--- config.mk ---
export PLATFORM = sky130hd
export DESIGN_NAME = map_edge_ram
export DESIGN_NICKNAME = d
export VERILOG_FILES = /design/src/rtl/map_edge_ram.sv
export SDC_FILE = /design/constraint.sdc
export NUM_CORES = 1
export LEC_CHECK = 0
export CAP_MARGIN = 20
export CORE_MARGIN = 1.5
export CORE_UTILIZATION = 45
export DETAILED_ROUTE_END_ITERATION = 7
export SETUP_SLACK_MARGIN = 0.2
export SLEW_MARGIN = 0
export SYNTH_ARGS = -nofsm -noshare
export SYNTH_HDL_FRONTEND = slang
export SYNTH_SLANG_ARGS = --single-unit
--- constraint.sdc ---
create_clock -name clk -period 2.2 [get_ports clk]
set_clock_uncertainty 0.2 [all_clocks]
set_input_delay 0.22 -clock clk [delete_from_list [all_inputs] [get_ports clk]]
set_output_delay 0.22 -clock clk [all_outputs]
set_load 0.01 [all_outputs]
--- src/rtl/map_edge_ram.sv ---
// Edge table: one synchronous write port, one asynchronous read port.
// Contents are deliberately not reset so a loaded map survives rst.
module map_edge_ram #(
   parameter int DEPTH = 16,
   parameter int AW    = 4,
   parameter int DW    = 6
) (
   input  logic          clk,
   input  logic          we_i,
   input  logic [AW-1:0] waddr_i,
   input  logic [DW-1:0] wdata_i,
   input  logic [AW-1:0] raddr_i,
   output logic [DW-1:0] rdata_o
);
   logic [DW-1:0] mem_q [DEPTH];

   // Write one entry; addresses beyond the table are dropped.
   always_ff @(posedge clk) begin
      if (we_i && (int'(waddr_i) < DEPTH)) mem_q[waddr_i] <= wdata_i;
   end

   assign rdata_o = mem_q[raddr_i];
endmodule

==> Word level (Yosys, flattened, before mapping) <==
Memory sizes are Yosys's and may differ from the RTL's.
Index checks and enable logic that the tools add are counted.
{ "word_totals": {"reg_bits": 0, "mem_bits_rw": 96, "wordCells": 3, "memories": 1} }
{ "op_classes": {"muxes": 2} }
{ "memory_table": {"columns": ["memory", "words", "width", "read_ports", "rd_clocked_by_memory_dff", "wr", "line", "text"], "rows": [
  ["mem_q", 16, 6, 1, 0, 1, "15", "logic [DW-1:0] mem_q [DEPTH];"]
]} }
{ "op_table": {"columns": ["cell", "n"], "rows": [
  ["$mux 1", 2]
]} }

==> Depth between registers and ports, before layout <==
{ "logic_depth": {"word_depth": 2, "ltp_mapped": 5} }

==> Worst setup path after synthesis <==
Ideal clock, no wire load.
{ "synth_timing": {"path_kind": "input to register", "start": "input port waddr_i[2]", "end": "memory mem_q[0][0] (enable)", "arrival_ns": 1.195, "setup_slack_ns": 0.428, "path_stages": 2, "path_buffers": 0, "path_cell_list": "or3b_2 nor3_1"} }
{ "synth_lines": {"columns": ["item", "line", "text"], "rows": [
  ["start: declaration", "10", "input logic [AW-1:0] waddr_i,"],
  ["end: declaration", "15", null]
]} }
Straight into the memory's write port.

==> Final worst setup path <==
{ "layout_timing": {"start": "memory mem_q[3][3]", "end": "output port rdata_o[3]"} }
{ "layout_between": {"elab_chain_cells": 1} }
{ "layout_rtl": {"columns": ["item", "line", "text"], "rows": [
  ["$mem_v2 16x6", null, null],
  ["end: declaration", "13", "output logic [DW-1:0] rdata_o"]
]} }
No other way between the ends.

==> qor.csv <==
metric;value;unit
maxSlewViolCount;0;
rows;33;
setup_slack;115;ps
grt_max_degree;17;
initial_core_util;0.462;
cp.required;1780;ps
placedCellCount;314;
largest_reg_flops;96;
drt_iter0_drc;191;
synth_cell_types;17;
tightestPinTransition;640;ps
die_x;94.6;um
ys_ff_latch;96;
pre_cts_slack;-636;ps
period_needed;2080;ps
critPathLaunchType;flop;
clockRootBuffer;clkbuf_8;
largestRegisters;mem_q (96);
finalPower;3.41;mW
utilization;0.548;
crit_type;reg -> out;
slew_headroom;0.572;
final_cells;332;
rsz0062_at_grt;yes;
nNetsFinal;238;
antenna_found_initial;0;
p_leak;1.46;nW
ys_seq_area_frac;0.764;
yosysWarnings;0;
vias_per_cell;5.63;
layout_commonest_cell;edfxtp_1;
grt.overflow.total;0;
cp_max_fo;1;
max_freq;480;MHz
synthCells;172;
nFillCells;631;
first_pass_iters;4;
cts_htree_levels;3;
syn_area_per_cell;21.9;um2
ir_drop;0.481;mV
wl_per_cell;21.8;um
largest-register;mem_q;
syn_area;3770;um2
grt_pass1_vias;2022;
io_pins;22;
end_kind;primary output;
finalHoldViolCount;0;
grt_pass1_wl;11400;um
synth_nets;188;
drc;0;
place_congestion;0.725;
postRouteAntennaNets;0;
grt_usage;0.182;
cts_sinks;96;
vias;1870;
port_buffers;21;
seqCellArea;2880;um2
clk_pin_slew_worst_paths;90;ps
dieArea;8950;um2
final_layout_size_suffix_gt1_frac;0.361;
p_per_area;762;nW/um2
min_period_over_period;0.948;
final_cell_mix;edfxtp_1 (96), mux4_2 (24), buf_4 (21), clkdlybuf4s50_1 (13), nor2_1 (12);
final-setup-viol-count;0;
n_antenna_cell;0;
multi_input_area;838;um2
hp-class;in -> reg;
worst_ep_arrival_time;1660;ps
hpwl;4730;um
status;finished, final reports clean;
cts_tree;done;
clockBufferDepth;2;
areaGrowthSynthToFinish;18.6;%
max_cap_viol_count;0;
wl;7230;um
cts_buffers;9;
die_y;94.6;um
core-area;8180;um2
-- critical path, stage by stage, from the launching register on --
cell and delay, ps:
edfxtp_1 380, mux4_2 490, a22oi_2 210, nand2_1 90, buf_2 150
-- path summary, 6_finish.rpt --
| kind | startpoint | endpoint | cells past startpoint |
|---|---|---|---|
| hold / removal | wdata_i[1] | mem_q[5][1]$_DFFE_PP_ | 1 |
| setup / recovery | mem_q[3][3]$_DFFE_PP_ | rdata_o[3] | 4 |
-- metal layers --
metal | vias to the layer above | wire length (um) | share of wire | track usage
met1 | 973 | 3150 | 0.43 | 0.262
met5 | - | 0 | 0 | 0
li1 | 815 | - | - | -
met2 | 74 | 3570 | 0.49 | 0.286
met3 | 8 | 423 | 0.058 | 0.0362
met4 | 0 | 90 | 0.012 | 0.0522
-- cells by family after synthesis --
| logic type | count (synthesis) | share of synthesized area |
|---|---|---|
| AO/OA/AOI/OAI | 12 | 0.0239 |
| buffers and inverters | 7 | 0.0162 |
| flip-flops | 96 | 0.764 |
| multiplexers | 24 | 0.155 |
| AND/OR/NAND/NOR | 33 | 0.0411 |
-- Yosys cell counts --
library cell,number,area [um2]
mux4_2,12,270
nand3_1,1,5.00
buf_6,4,45.0
or3b_2,1,8.76
mux4_1,12,315
nor3_1,4,20.0
nor2b_1,2,12.5
nand2b_1,2,12.5
clkbuf_2,1,5.00
nand2_1,7,26.3
buf_4,1,7.51
edfxtp_1,96,2880
buf_1,1,3.75
nor2_1,13,48.8
nand3b_1,2,15.0
and2_1,1,6.26
a22oi_1,12,90.1
-- timing repair --
action | CTS | global route
setup buffers | 0 | 0
hold buffers | 0 | 0
gates cloned | 2 | 0
pin swaps | 12 | 2
resized for setup | 54 | 2
setup endpoints to repair | 6 | 6
-- metrics by stage --
step	area, um2	hold WS [ps]	TNS, ps
3_3_place_gp	4250	943	-3380
5_1_grt	4480	683	0
2_1_floorplan	3770	119	0
6_report	4480	634	0
3_5_place_dp	4250	1020	-3440
4_1_cts	4480	637	0
-- area by class of cell --
cell class / instances / area share
well taps: 105 / 0.0293
repair buffers: 46 / 0.0978
multi-input cells: 69 / 0.187
flip-flops and latches: 96 / 0.644
clock buffers: 10 / 0.0285
clock inverters: 6 / 0.0134
-- report_power, final --
part           switching (mW)  internal, mW
clock network           0.571         0.520
logic                   0.131         0.132
registers             0.00900          2.05
total                   0.711          2.70
Note: power is estimated with default switching activity, not from simulation.
==> variant 1 (same settings) <==
Change the parameter `DW` from 6 to 3.
--- a/src/rtl/map_edge_ram.sv
+++ b/src/rtl/map_edge_ram.sv
@@ -3,7 +3,7 @@
 module map_edge_ram #(
    parameter int DEPTH = 16,
    parameter int AW    = 4,
-   parameter int DW    = 6
+   parameter int DW    = 3
 ) (
    input  logic          clk,
    input  logic          we_i,
Interface: changed (resized rdata_o and wdata_i); port bits go from 22 to 16. The function was not compared with the original's and may differ.
==> variant 1 against the original RTL <==
Non-clock buffer count shrank 23. Worst setup slack gained 93 ps. Synthesized area down 48%. Highest routed layer unchanged. Worst hold slack improved by 6.5 ps. Total power down 52%. Final area down 49%. Sequential cell count is 48 lower. Routed wire length down 54%.
==> variant 1: results (changes against the original RTL) <==
Comb power frac 8.3% (was 7.7%); Synth Flop Type edfxtp_1 (unchanged); EDFF count, synth 48 (was 96); gr usage total 16.2% (was 18.2%); Final Critical Period 1990 ps (was 2080 ps); Sink Count 48 (was 96); initial antenna violation count 0 (unchanged); multi-input logic area 492 um^2 (was 838 um^2); post-DP HPWL 2320 um (was 4730 um); Seq area share 63.0% (was 64.4%); Pleak 0.741 nW (was 1.46 nW); Internal 0.00131 W (was 0.00270 W); status finished, final reports clean (unchanged); CP startpoint mem_q[0][2] (was mem_q[3][3]); Total Wirelength 3320 um (was 7230 um); post-synthesis mux area share 15.4% (was 15.5%); post-synthesis sequential area ratio 73.8% (was 76.4%); IO buf count 15 (was 21); setup total negative slack 0 ps (unchanged); Syn Inst Count 100 (was 172); comb pwr 0.000137 W (was 0.000263 W); compound-gate portion of the synthesized area 1.41% (was 2.39%); Via density 5.50 (was 5.63); P&R area growth vs syn 17.2% (was 18.6%); Clock H-tree levels 2 (was 3); layout net count 141 (was 238); crit path DAT 1570 ps (was 1660 ps); GRT met2 Usage 25.5% (was 28.6%); buffers outside the clock class 23 (was 46); Synth cell types 15 (was 17); #MultiIn Comb 50 (was 69); Die X 68.9 um (was 94.6 um); Layout non-clock buf frac 9.25% (was 9.78%); grt met1 use 21.6% (was 26.2%); cts repair resizes 24 (was 54); Clock buffer cells 7 (was 10); post-synthesis net count 113 (was 188); first-pass GRT wire length 5060 um (was 11,400 um); Synth Area in XOR/XNOR 0% (unchanged); clock power share 29.0% (was 32.0%); routing usage on met3 4.38% (was 3.62%); met3 wire length 161 um (was 423 um); top sig layer met4 (unchanged); clk tree area frac 3.50% (was 4.19%); top flop regs mem_q: 48 flops (was mem_q: 96 flops); placed cells 171 (was 314); Layout Cells excl Fill 179 (was 332); synth top area cells edfxtp_1 (74%), mux4_1 (11%), mux4_2 (4.6%), nor2_1 (2.5%), nand3_1 (1.8%) (was edfxtp_1 (76%), mux4_1 (8.4%), mux4_2 (7.2%), a22oi_1 (2.4%), nor2_1 (1.3%)); Worst Max-Slew Pin Slew 562 ps (was 640 ps); placed cell area 2210 um^2 (was 4250 um^2); worst setup path endpoint rdata_o[2] (was rdata_o[3]); pre-CTS setup slack -506 ps (was -636 ps); number of global-route vias before repair 967 (was 2,022); number of fill cells 334 (was 631)
[variant 1: cell count changes after synthesis]
cell | unedited run | this run
edfxtp_1 | 96 | 48
a22oi_1 | 12 | 2
mux4_2 | 12 | 4
nand3_1 | 1 | 7
mux4_1 | 12 | 8
buf_6 | 4 | 1
nand2_1 | 7 | 4
a22oi_2 | 0 | 1
and2_1 | 1 | 0
buf_1 | 1 | 0
buf_4 | 1 | 0
clkbuf_1 | 0 | 1
clkbuf_2 | 1 | 0
[variant 1: how the worst min path moves through the flow]
stage               start  slack, ps           to  cells past startpoint
2_1_floorplan  wdata_i[0]        120  mem_q[0][0]                      0
3_3_place_gp   waddr_i[2]        910  mem_q[7][1]                      3
3_5_place_dp   waddr_i[0]        940  mem_q[8][0]                      2
4_1_cts        waddr_i[0]        630  mem_q[8][0]                      2
5_1_grt        waddr_i[0]        680  mem_q[4][1]                      2
6_report       waddr_i[2]        640  mem_q[6][2]                      3
==> variant 2 (config.mk and constraints unchanged) <==
Without the edit above. Put a register stage on the output `rdata_o`. The value now appears one clock later.
--- a/src/rtl/map_edge_ram.sv
+++ b/src/rtl/map_edge_ram.sv
@@ -19,6 +19,8 @@
       if (we_i && (int'(waddr_i) < DEPTH)) mem_q[waddr_i] <= wdata_i;
    end
 
-   assign rdata_o = mem_q[raddr_i];
+   always_ff @(posedge clk) begin
+      rdata_o <= mem_q[raddr_i];
+   end
 endmodule
 
Formal check against the unedited RTL: not equivalent (Yosys sat finds a counterexample within 4 cycles, from zero or initial values).
==> variant 2 against the original RTL <==
Routed wire length shrank 0.22%. Total power rose by 8.4%. Synthesized area up 3.2%. Fmax is 11% higher. Worst setup slack better by 210 ps. Sequential cell count up 6. Final area is 2.0% higher. Core utilization grew 0.24 points.
==> variant 2: results (changes against the original RTL) <==
Pleak 1.51 nW (was 1.46 nW); status finished, final reports clean (unchanged); pre-CTS setup slack -53.0 ps (was -636 ps); register area 3000 um^2 (was 2880 um^2); PD cells 810 nW/um^2 (was 762 nW/um^2); peak supply drop 0.364 mV (was 0.481 mV); met3 wire length 407 um (was 423 um); GP Congestion 0.758 (was 0.725); compound-gate portion of the synthesized area 2.31% (was 2.39%); synth top area cells edfxtp_1 (74%), mux4_1 (8.1%), mux4_2 (6.9%), dfxtp_1 (3.1%), a22oi_1 (2.3%) (was edfxtp_1 (76%), mux4_1 (8.4%), mux4_2 (7.2%), a22oi_1 (2.4%), nor2_1 (1.3%)); placed cells 316 (was 314); top flop regs mem_q: 96 flops, rdata_o: 6 flops (was mem_q: 96 flops); GRT met2 Usage 27.8% (was 28.6%); cts repair resizes 0 (was 54); CP max FO 10 (was 1); gr usage total 18.0% (was 18.2%); pin count of the biggest net entering global routing 25 (was 17); Via density 5.65 (was 5.63); post-DP HPWL 4890 um (was 4730 um); Critical-path top delay cell mux4_1 (was mux4_2); Syn Inst Count 178 (was 172); Internal 0.00297 W (was 0.00270 W); number of global-route vias before repair 1,940 (was 2,022); grt met1 use 25.4% (was 26.2%); post-synthesis mux area share 15.0% (was 15.5%); Worst Max-Slew Pin Slew 595 ps (was 640 ps); critical path's top delay family buffers and inverters (was multiplexers); Synth cell types 18 (was 17); routing usage on met3 3.32% (was 3.62%); number of fill cells 655 (was 631); crit path DAT 1920 ps (was 1660 ps); HP Class register to register (was primary input to register); drt initial violations 168 (was 191); WL met2 3630 um (was 3570 um)
==> variant 2: cell count changes after synthesis <==
cell / change
dfxtp_1: +6
==> variant 2: power groups by stage <==
stage	registers (W)	logic, W	clock network [W]
floorplan	0.00223	0.000113	0
global placement	0.00222	0.000239	0
detailed placement	0.00223	0.000244	0
CTS	0.00218	0.000244	0.00130
global route	0.00219	0.000262	0.00137
finish	0.00218	0.000240	0.00128
==> variant 2: path summary, 6_finish.rpt <==
kind	startpoint	endpoint	slack, ps	cells past startpoint
max reg2reg	mem_q[8][2]	rdata_o[2]	650	3
min	mem_q[7][0]	rdata_o[0]	490	3
max	raddr_i[0]	rdata_o[0]	330	5
min reg2reg	mem_q[7][0]	rdata_o[0]	490	3
==> variant 2: layout make-up <==
class | count | share of cell area (%)
clock buffers | 12 | 3.18
clock inverters | 4 | 1.70
multi-input cells | 69 | 18.2
flip-flops and latches | 102 | 65.8
well taps | 105 | 2.88
repair buffers | 40 | 8.28
